## src/rtl/arith_reservation_station_if.sv

```systemverilog
// Dispatch, CDB, flush and FU-issue signals of the arithmetic reservation station.
// The slave modport is the station; the master modport is its environment.
interface arith_reservation_station_if #(
  parameter int unsigned XLEN     = 32,
  parameter int unsigned ROB_SIZE = 256
);
  localparam int unsigned TW = $clog2(ROB_SIZE);

  logic            disp_valid;
  logic            disp_ready;
  logic [2:0]      disp_arith_type;
  logic            disp_additional_info;
  logic [TW-1:0]   disp_rob_entry;
  logic            disp_rs1_rdy;
  logic [TW-1:0]   disp_rs1_tag;
  logic [XLEN-1:0] disp_rs1_val;
  logic            disp_rs2_rdy;
  logic [TW-1:0]   disp_rs2_tag;
  logic [XLEN-1:0] disp_rs2_val;

  logic            cdb_valid;
  logic [TW-1:0]   cdb_rob_entry;
  logic [XLEN-1:0] cdb_value;

  logic            flush;

  logic            fu_ready;
  logic            issue_valid;
  logic [2:0]      issue_arith_type;
  logic            issue_additional_info;
  logic [TW-1:0]   issue_rob_entry;
  logic [XLEN-1:0] issue_rs1;
  logic [XLEN-1:0] issue_rs2;

  modport master (
    output disp_valid, disp_arith_type, disp_additional_info, disp_rob_entry,
           disp_rs1_rdy, disp_rs1_tag, disp_rs1_val, disp_rs2_rdy, disp_rs2_tag, disp_rs2_val,
           cdb_valid, cdb_rob_entry, cdb_value, flush, fu_ready,
    input  disp_ready, issue_valid, issue_arith_type, issue_additional_info, issue_rob_entry,
           issue_rs1, issue_rs2
  );

  modport slave (
    input  disp_valid, disp_arith_type, disp_additional_info, disp_rob_entry,
           disp_rs1_rdy, disp_rs1_tag, disp_rs1_val, disp_rs2_rdy, disp_rs2_tag, disp_rs2_val,
           cdb_valid, cdb_rob_entry, cdb_value, flush, fu_ready,
    output disp_ready, issue_valid, issue_arith_type, issue_additional_info, issue_rob_entry,
           issue_rs1, issue_rs2
  );
endinterface

```

## src/rtl/arith_reservation_station.sv

```systemverilog
// Issue buffer for the arithmetic FU: holds dispatched ops, snoops the CDB for pending operands
// and issues the oldest fully-ready op through a registered issue stage.
module arith_reservation_station #(
  parameter int unsigned XLEN     = 32,
  parameter int unsigned ROB_SIZE = 256,
  parameter int unsigned RS_DEPTH = 8
) (
  input logic                        clk,
  input logic                        rst,
  arith_reservation_station_if.slave bus
);
  localparam int unsigned TW = $clog2(ROB_SIZE);
  localparam int unsigned IW = $clog2(RS_DEPTH);

  logic [RS_DEPTH-1:0] valid_q;
  logic [2:0]          type_q    [RS_DEPTH];
  logic                info_q    [RS_DEPTH];
  logic [TW-1:0]       rob_q     [RS_DEPTH];
  logic                rs1_rdy_q [RS_DEPTH];
  logic [TW-1:0]       rs1_tag_q [RS_DEPTH];
  logic [XLEN-1:0]     rs1_val_q [RS_DEPTH];
  logic                rs2_rdy_q [RS_DEPTH];
  logic [TW-1:0]       rs2_tag_q [RS_DEPTH];
  logic [XLEN-1:0]     rs2_val_q [RS_DEPTH];
  // older_q[i][j] set: entry i was dispatched before entry j
  logic [RS_DEPTH-1:0] older_q   [RS_DEPTH];

  logic            issue_valid_q;
  logic [2:0]      issue_type_q;
  logic            issue_info_q;
  logic [TW-1:0]   issue_rob_q;
  logic [XLEN-1:0] issue_rs1_q;
  logic [XLEN-1:0] issue_rs2_q;

  logic [RS_DEPTH-1:0] ready_vec;
  logic [RS_DEPTH-1:0] blocked_vec;
  logic [IW-1:0]       alloc_idx;
  logic                alloc_found;
  logic [IW-1:0]       sel_idx;
  logic                sel_found;
  logic                disp_fire;
  logic                issue_load;
  logic                issue_take;
  logic                rs1_cdb_hit;
  logic                rs2_cdb_hit;

  always_comb begin
    alloc_idx   = '0;
    alloc_found = 1'b0;
    sel_idx     = '0;
    sel_found   = 1'b0;
    ready_vec   = '0;
    blocked_vec = '0;
    for (int unsigned i = 0; i < RS_DEPTH; i++) begin
      ready_vec[i] = valid_q[i] & rs1_rdy_q[i] & rs2_rdy_q[i];
      if (!valid_q[i] && !alloc_found) begin
        alloc_idx   = IW'(i);
        alloc_found = 1'b1;
      end
    end
    // An entry is blocked when any older entry is also ready to go.
    for (int unsigned i = 0; i < RS_DEPTH; i++) begin
      for (int unsigned j = 0; j < RS_DEPTH; j++) begin
        if (j != i && ready_vec[j] && older_q[j][i]) blocked_vec[i] = 1'b1;
      end
      if (ready_vec[i] && !blocked_vec[i] && !sel_found) begin
        sel_idx   = IW'(i);
        sel_found = 1'b1;
      end
    end
  end

  assign bus.disp_ready = ~(&valid_q);
  assign disp_fire      = bus.disp_valid & bus.disp_ready;
  assign issue_load     = ~issue_valid_q | bus.fu_ready;
  assign issue_take     = issue_load & sel_found;
  assign rs1_cdb_hit    = bus.cdb_valid & (bus.disp_rs1_tag == bus.cdb_rob_entry);
  assign rs2_cdb_hit    = bus.cdb_valid & (bus.disp_rs2_tag == bus.cdb_rob_entry);

  always_ff @(posedge clk or posedge rst) begin
    if (rst) begin
      valid_q       <= '0;
      issue_valid_q <= 1'b0;
      issue_type_q  <= '0;
      issue_info_q  <= 1'b0;
      issue_rob_q   <= '0;
      issue_rs1_q   <= '0;
      issue_rs2_q   <= '0;
      for (int unsigned i = 0; i < RS_DEPTH; i++) begin
        type_q[i]    <= '0;
        info_q[i]    <= 1'b0;
        rob_q[i]     <= '0;
        rs1_rdy_q[i] <= 1'b0;
        rs1_tag_q[i] <= '0;
        rs1_val_q[i] <= '0;
        rs2_rdy_q[i] <= 1'b0;
        rs2_tag_q[i] <= '0;
        rs2_val_q[i] <= '0;
        older_q[i]   <= '0;
      end
    end else if (bus.flush) begin
      valid_q       <= '0;
      issue_valid_q <= 1'b0;
    end else begin
      for (int unsigned i = 0; i < RS_DEPTH; i++) begin
        if (bus.cdb_valid && valid_q[i] && !rs1_rdy_q[i] && rs1_tag_q[i] == bus.cdb_rob_entry) begin
          rs1_rdy_q[i] <= 1'b1;
          rs1_val_q[i] <= bus.cdb_value;
        end
        if (bus.cdb_valid && valid_q[i] && !rs2_rdy_q[i] && rs2_tag_q[i] == bus.cdb_rob_entry) begin
          rs2_rdy_q[i] <= 1'b1;
          rs2_val_q[i] <= bus.cdb_value;
        end
      end
      if (issue_take) valid_q[sel_idx] <= 1'b0;
      // alloc_idx is a free slot, so it never collides with sel_idx or a wakeup target.
      if (disp_fire) begin
        valid_q[alloc_idx]   <= 1'b1;
        type_q[alloc_idx]    <= bus.disp_arith_type;
        info_q[alloc_idx]    <= bus.disp_additional_info;
        rob_q[alloc_idx]     <= bus.disp_rob_entry;
        rs1_rdy_q[alloc_idx] <= bus.disp_rs1_rdy | rs1_cdb_hit;
        rs1_tag_q[alloc_idx] <= bus.disp_rs1_tag;
        rs1_val_q[alloc_idx] <= bus.disp_rs1_rdy ? bus.disp_rs1_val : bus.cdb_value;
        rs2_rdy_q[alloc_idx] <= bus.disp_rs2_rdy | rs2_cdb_hit;
        rs2_tag_q[alloc_idx] <= bus.disp_rs2_tag;
        rs2_val_q[alloc_idx] <= bus.disp_rs2_rdy ? bus.disp_rs2_val : bus.cdb_value;
        older_q[alloc_idx]   <= '0;
        for (int unsigned j = 0; j < RS_DEPTH; j++) begin
          if (j != 32'(alloc_idx)) older_q[j][alloc_idx] <= 1'b1;
        end
      end
      if (issue_load) begin
        issue_valid_q <= sel_found;
        if (sel_found) begin
          issue_type_q <= type_q[sel_idx];
          issue_info_q <= info_q[sel_idx];
          issue_rob_q  <= rob_q[sel_idx];
          issue_rs1_q  <= rs1_val_q[sel_idx];
          issue_rs2_q  <= rs2_val_q[sel_idx];
        end
      end
    end
  end

  assign bus.issue_valid           = issue_valid_q;
  assign bus.issue_arith_type      = issue_type_q;
  assign bus.issue_additional_info = issue_info_q;
  assign bus.issue_rob_entry       = issue_rob_q;
  assign bus.issue_rs1             = issue_rs1_q;
  assign bus.issue_rs2             = issue_rs2_q;
endmodule

```

## src/flat_wrapper.sv

```systemverilog
// flat-port wrapper written by rule: the top's interface ports become plain ports
module arith_reservation_station_flat 
#(
  parameter int unsigned XLEN     = 32,
  parameter int unsigned ROB_SIZE = 256,
  parameter int unsigned RS_DEPTH = 8
)
  (clk, rst, bus_disp_valid, bus_disp_arith_type, bus_disp_additional_info, bus_disp_rob_entry, bus_disp_rs1_rdy, bus_disp_rs1_tag, bus_disp_rs1_val, bus_disp_rs2_rdy, bus_disp_rs2_tag, bus_disp_rs2_val, bus_cdb_valid, bus_cdb_rob_entry, bus_cdb_value, bus_flush, bus_fu_ready, bus_disp_ready, bus_issue_valid, bus_issue_arith_type, bus_issue_additional_info, bus_issue_rob_entry, bus_issue_rs1, bus_issue_rs2);
  arith_reservation_station_if #(.XLEN(XLEN), .ROB_SIZE(ROB_SIZE)) bus_i ();
  input logic clk;
  input logic rst;
  input wire logic [$bits(bus_i.disp_valid)-1:0] bus_disp_valid;
  input wire logic [$bits(bus_i.disp_arith_type)-1:0] bus_disp_arith_type;
  input wire logic [$bits(bus_i.disp_additional_info)-1:0] bus_disp_additional_info;
  input wire logic [$bits(bus_i.disp_rob_entry)-1:0] bus_disp_rob_entry;
  input wire logic [$bits(bus_i.disp_rs1_rdy)-1:0] bus_disp_rs1_rdy;
  input wire logic [$bits(bus_i.disp_rs1_tag)-1:0] bus_disp_rs1_tag;
  input wire logic [$bits(bus_i.disp_rs1_val)-1:0] bus_disp_rs1_val;
  input wire logic [$bits(bus_i.disp_rs2_rdy)-1:0] bus_disp_rs2_rdy;
  input wire logic [$bits(bus_i.disp_rs2_tag)-1:0] bus_disp_rs2_tag;
  input wire logic [$bits(bus_i.disp_rs2_val)-1:0] bus_disp_rs2_val;
  input wire logic [$bits(bus_i.cdb_valid)-1:0] bus_cdb_valid;
  input wire logic [$bits(bus_i.cdb_rob_entry)-1:0] bus_cdb_rob_entry;
  input wire logic [$bits(bus_i.cdb_value)-1:0] bus_cdb_value;
  input wire logic [$bits(bus_i.flush)-1:0] bus_flush;
  input wire logic [$bits(bus_i.fu_ready)-1:0] bus_fu_ready;
  output wire logic [$bits(bus_i.disp_ready)-1:0] bus_disp_ready;
  output wire logic [$bits(bus_i.issue_valid)-1:0] bus_issue_valid;
  output wire logic [$bits(bus_i.issue_arith_type)-1:0] bus_issue_arith_type;
  output wire logic [$bits(bus_i.issue_additional_info)-1:0] bus_issue_additional_info;
  output wire logic [$bits(bus_i.issue_rob_entry)-1:0] bus_issue_rob_entry;
  output wire logic [$bits(bus_i.issue_rs1)-1:0] bus_issue_rs1;
  output wire logic [$bits(bus_i.issue_rs2)-1:0] bus_issue_rs2;
  assign bus_i.disp_valid = bus_disp_valid;
  assign bus_i.disp_arith_type = bus_disp_arith_type;
  assign bus_i.disp_additional_info = bus_disp_additional_info;
  assign bus_i.disp_rob_entry = bus_disp_rob_entry;
  assign bus_i.disp_rs1_rdy = bus_disp_rs1_rdy;
  assign bus_i.disp_rs1_tag = bus_disp_rs1_tag;
  assign bus_i.disp_rs1_val = bus_disp_rs1_val;
  assign bus_i.disp_rs2_rdy = bus_disp_rs2_rdy;
  assign bus_i.disp_rs2_tag = bus_disp_rs2_tag;
  assign bus_i.disp_rs2_val = bus_disp_rs2_val;
  assign bus_i.cdb_valid = bus_cdb_valid;
  assign bus_i.cdb_rob_entry = bus_cdb_rob_entry;
  assign bus_i.cdb_value = bus_cdb_value;
  assign bus_i.flush = bus_flush;
  assign bus_i.fu_ready = bus_fu_ready;
  assign bus_disp_ready = bus_i.disp_ready;
  assign bus_issue_valid = bus_i.issue_valid;
  assign bus_issue_arith_type = bus_i.issue_arith_type;
  assign bus_issue_additional_info = bus_i.issue_additional_info;
  assign bus_issue_rob_entry = bus_i.issue_rob_entry;
  assign bus_issue_rs1 = bus_i.issue_rs1;
  assign bus_issue_rs2 = bus_i.issue_rs2;
  arith_reservation_station #(.XLEN(XLEN), .ROB_SIZE(ROB_SIZE), .RS_DEPTH(RS_DEPTH)) u_core (.clk(clk), .rst(rst), .bus(bus_i));
endmodule
```

## config.mk

```make
export PLATFORM = sky130hd
export DESIGN_NAME = arith_reservation_station_flat
export DESIGN_NICKNAME = d
export VERILOG_FILES = /design/src/rtl/arith_reservation_station_if.sv /design/src/rtl/arith_reservation_station.sv /design/src/flat_wrapper.sv
export SDC_FILE = /design/constraint.sdc
export NUM_CORES = 2
export LEC_CHECK = 0
export CELL_PAD_IN_SITES_DETAIL_PLACEMENT = 1
export CELL_PAD_IN_SITES_GLOBAL_PLACEMENT = 1
export CORE_AREA = 3 3 391 393
export DETAILED_ROUTE_END_ITERATION = 6
export DIE_AREA = 0 0 394 396
export GPL_TIMING_DRIVEN = 0
export PLACE_DENSITY_LB_ADDON = 0.2
export SKIP_LAST_GASP = 1
export SYNTH_ARGS = -nofsm -noshare
export SYNTH_HDL_FRONTEND = slang
export SYNTH_SLANG_ARGS = --single-unit
export TNS_END_PERCENT = 20
```

## constraint.sdc

```tcl
create_clock -name clk -period 36.9 [get_ports clk]
set_input_delay 7.38 -clock clk [delete_from_list [all_inputs] [get_ports clk]]
set_output_delay 7.38 -clock clk [all_outputs]
set_load 0.05 [all_outputs]
```

==> metrics.yaml <==
final_layout:
  fillers: 16885
  layout.nets: 4981
  multi_input_area_um2: 20400
  final_area_um2: 53100
  fin_cells: 6948
  drive_above_1_share_pct: 10.9
  seqCellArea_um2: 22300
  area_growth_pct: 18.5
sta:
  final.setup.tns_ps: 0
  post-route-period-util_pct: 31.5
  rsz0062_at_grt: "no"
  fmax_mhz: 86.0
  slew_viol_final: 21
  hold_viol_final: 0
  finalCriticalPeriod_ps: 11630
  finalSetupViolCount: 0
  max_slew_margin_pct: -3.25
  finClkSkew_ps: 68.8
  tightest_slew_ps: 1550
status:
  violations: "max-capacitance violations, max-slew violations"
  status: "finished, violations left"
route:
  drt_iter0_drc: 3196
  firstDrtPassIters: 5
  final_antenna_net_count: 0
  vias_per_cell: 5.63
  drt_wl_total_mm: 215
  drcViolationCount: 0
  wl_per_cell_um: 31.0
  vias: 39100
clocking:
  cts.path.max_buffers: 3
  cts_tree: "done"
  ctsResizeCount: 0
  clk_pin_slew_ps: 60
  cts_max_level: 3
  cts-root-buf: "clkbuf_16"
  hold_buffers: 0
  cts_inserted_buffers: 108
  cts_setup_buffers: 0
  cts.sinks: 893
  clk-insertion-delay-late_ps: 770
synthesis:
  ys_async_sr_fraction_pct: 100
  syn_nets: 4699
  ys_seq_area_share_pct: 49.9
  synthCells: 4559
  ys.flop_type: "dfrtp_1"
  synth.distinct_cells: 55
  syn_area_per_cell_um2: 9.82
  yosysWarnings: 0
  synthesis.area_um2: 44800
  synth_edf_count: 0
  yosys_register_bits: 893
placement:
  dpl_cell_area_um2: 49200
  routabilityCongestion: 0.869
  detailed_place_hpwl_mm: 150
  io_buffers: 157
  post-place-cells: 6747
floorplan:
  top_level_ports: 218
  rows: 142
  dieHeight_um: 396
  dieArea_um2: 156000
  chipWidth_um: 394
  core_um2: 150000
  initial_core_util_pct: 29.9
global_route:
  grt_overflow: 0
  antenna_found_initial: 8
  grt_pass1_vias: 40217
  grt_pass1_wl_mm: 305
  grt_max_degree: 123
  grt_use_total_pct: 26.9
worst_setup_path:
  path_max_fanout: 10
  cp.required_ps: 37570
  worst_ep_arrival_time_ps: 12290
  end_kind: "register"
  start_kind: "input port"
  critical_path_class: "in2reg"
pwr:
  p_per_area_nw_per_um2: 59.3
  leakagePower_nw: 23.9
  ir_drop_v: 0.0000356
  power_mw: 3.15
job:
  cap_violations: 2
hold_path:
  hold_class: "reg2reg"
==> path summary, 6_finish.rpt <==
check	cells past startpoint	end	startpoint	slack, ps
min in group asynchronous	2	u_core.rs2_val_q[183]	rst	7060
setup reg to reg	9	u_core.rs2_val_q[134]	u_core.valid_q[0]	32320
hold / removal	1	register	register	480
hold reg to reg	1	register	register	480
max in group asynchronous	6	u_core.bus.issue_rob_entry[6]	rst	27350
setup / recovery	8	u_core.rs1_val_q[107]	bus_cdb_rob_entry[0]	25270
==> Yosys cell counts (9+ instances only) <==
| master | instances | area, um^2 |
|---|---|---|
| a21oi_1 | 486 | 2430 |
| a22o_1 | 11 | 96.3 |
| a2bb2oi_1 | 62 | 543 |
| and3_1 | 9 | 56.3 |
| buf_1 | 28 | 105 |
| buf_2 | 58 | 290 |
| buf_6 | 20 | 225 |
| buf_8 | 10 | 150 |
| clkbuf_1 | 336 | 1260 |
| dfrtp_1 | 893 | 22300 |
| inv_1 | 14 | 52.6 |
| mux2_2 | 224 | 2520 |
| mux2i_1 | 368 | 3680 |
| nand2_1 | 401 | 1510 |
| nand2b_1 | 9 | 56.3 |
| nand4_1 | 44 | 275 |
| nor2_1 | 572 | 2150 |
| nor3_1 | 21 | 105 |
| nor4_1 | 18 | 113 |
| o21ai_0 | 387 | 1940 |
| o221ai_1 | 76 | 666 |
| o22a_1 | 206 | 1800 |
| o22ai_1 | 76 | 475 |
| or4_1 | 15 | 113 |
| xnor2_1 | 66 | 578 |
| xor2_1 | 78 | 683 |
==> critical path, cell delays in order <==
cell and delay (ps):
clkbuf_1 650, buf_1 640, xor2_1 180, nor4_1 300, nand4_1 910, a21oi_1 1180
clkbuf_1 790, a2bb2oi_1 230
==> flip-flops by register name, summed over array words and instances, names as in the netlist, 24 cells and up, named ones only <==
name / cells
u_core.bus.issue_rs1: 32
u_core.older_q: 48
u_core.type_q: 24
u_core.rs1_tag_q: 64
u_core.rob_q: 64
u_core.rs1_val_q: 256
u_core.rs2_tag_q: 64
u_core.rs2_val_q: 256
u_core.bus.issue_rs2: 32
==> cell type report <==
type / count / area share [%]
antenna: 2 / 0.00943
buffer: 453 / 3.85
tap: 2016 / 4.75
clock buffer: 169 / 6.32
multi-input combinational: 3198 / 38.4
inverter: 15 / 0.120
sequential: 893 / 42.1
timing repair buffer: 172 / 3.55
clock inverter: 30 / 0.887
==> power breakdown <==
group / total (mW) / internal, mW / switching, mW
clock: 1.15 / 0.674 / 0.479
combinational: 0.710 / 0.270 / 0.440
sequential: 1.28 / 1.15 / 0.133
total: 3.15 / 2.09 / 1.05
==> cells by family (layout without fill, tap and decap cells) <==
| family | count (synthesis) | count (layout) | share of synthesized area (%) |
|---|---|---|---|
| compound gates | 1342 | 1342 | 18.5 |
| simple gates | 1120 | 1120 | 10.3 |
| flops | 893 | 893 | 49.9 |
| mux | 592 | 592 | 13.9 |
| buf+inv | 468 | 839 | 4.67 |
| xor+xnor | 144 | 144 | 2.82 |
| other cells | 0 | 2 | 0 |
==> layer usage <==
layer	routed length, um	part of all wire [%]	GRT usage, %
met1	95400	44	36.8
met2	96600	45	42.0
met4	9240	4.3	10.9
met3	14200	6.6	4.74
met5	13	0.0060	0
==> stage by stage <==
| stage | util, % | setup slack (ps) | hold WS (ps) |
|---|---|---|---|
| CTS | 35.4 | 25430 | 480 |
| global route | 35.4 | 25260 | 495 |
| finish | 35.4 | 25270 | 478 |
| detailed placement | 32.9 | 24640 | 466 |
| global placement | 32.6 | -9610 | 462 |
| floorplan | - | 4420 | 450 |
==> placed cells by master (no fill, tap or decap), types with 76 or more instances in the layout <==
cell	count
nor2_1	569
mux2i_1	368
o21ai_0	387
o22a_1	206
clkdlybuf4s50_1	157
clkbuf_16	108
a21oi_1	486
o221ai_1	76
mux2_2	224
xor2_1	78
dfrtp_1	893
o22ai_1	76
nand2_1	401
clkbuf_1	353
(Power assumes the default switching activity.)
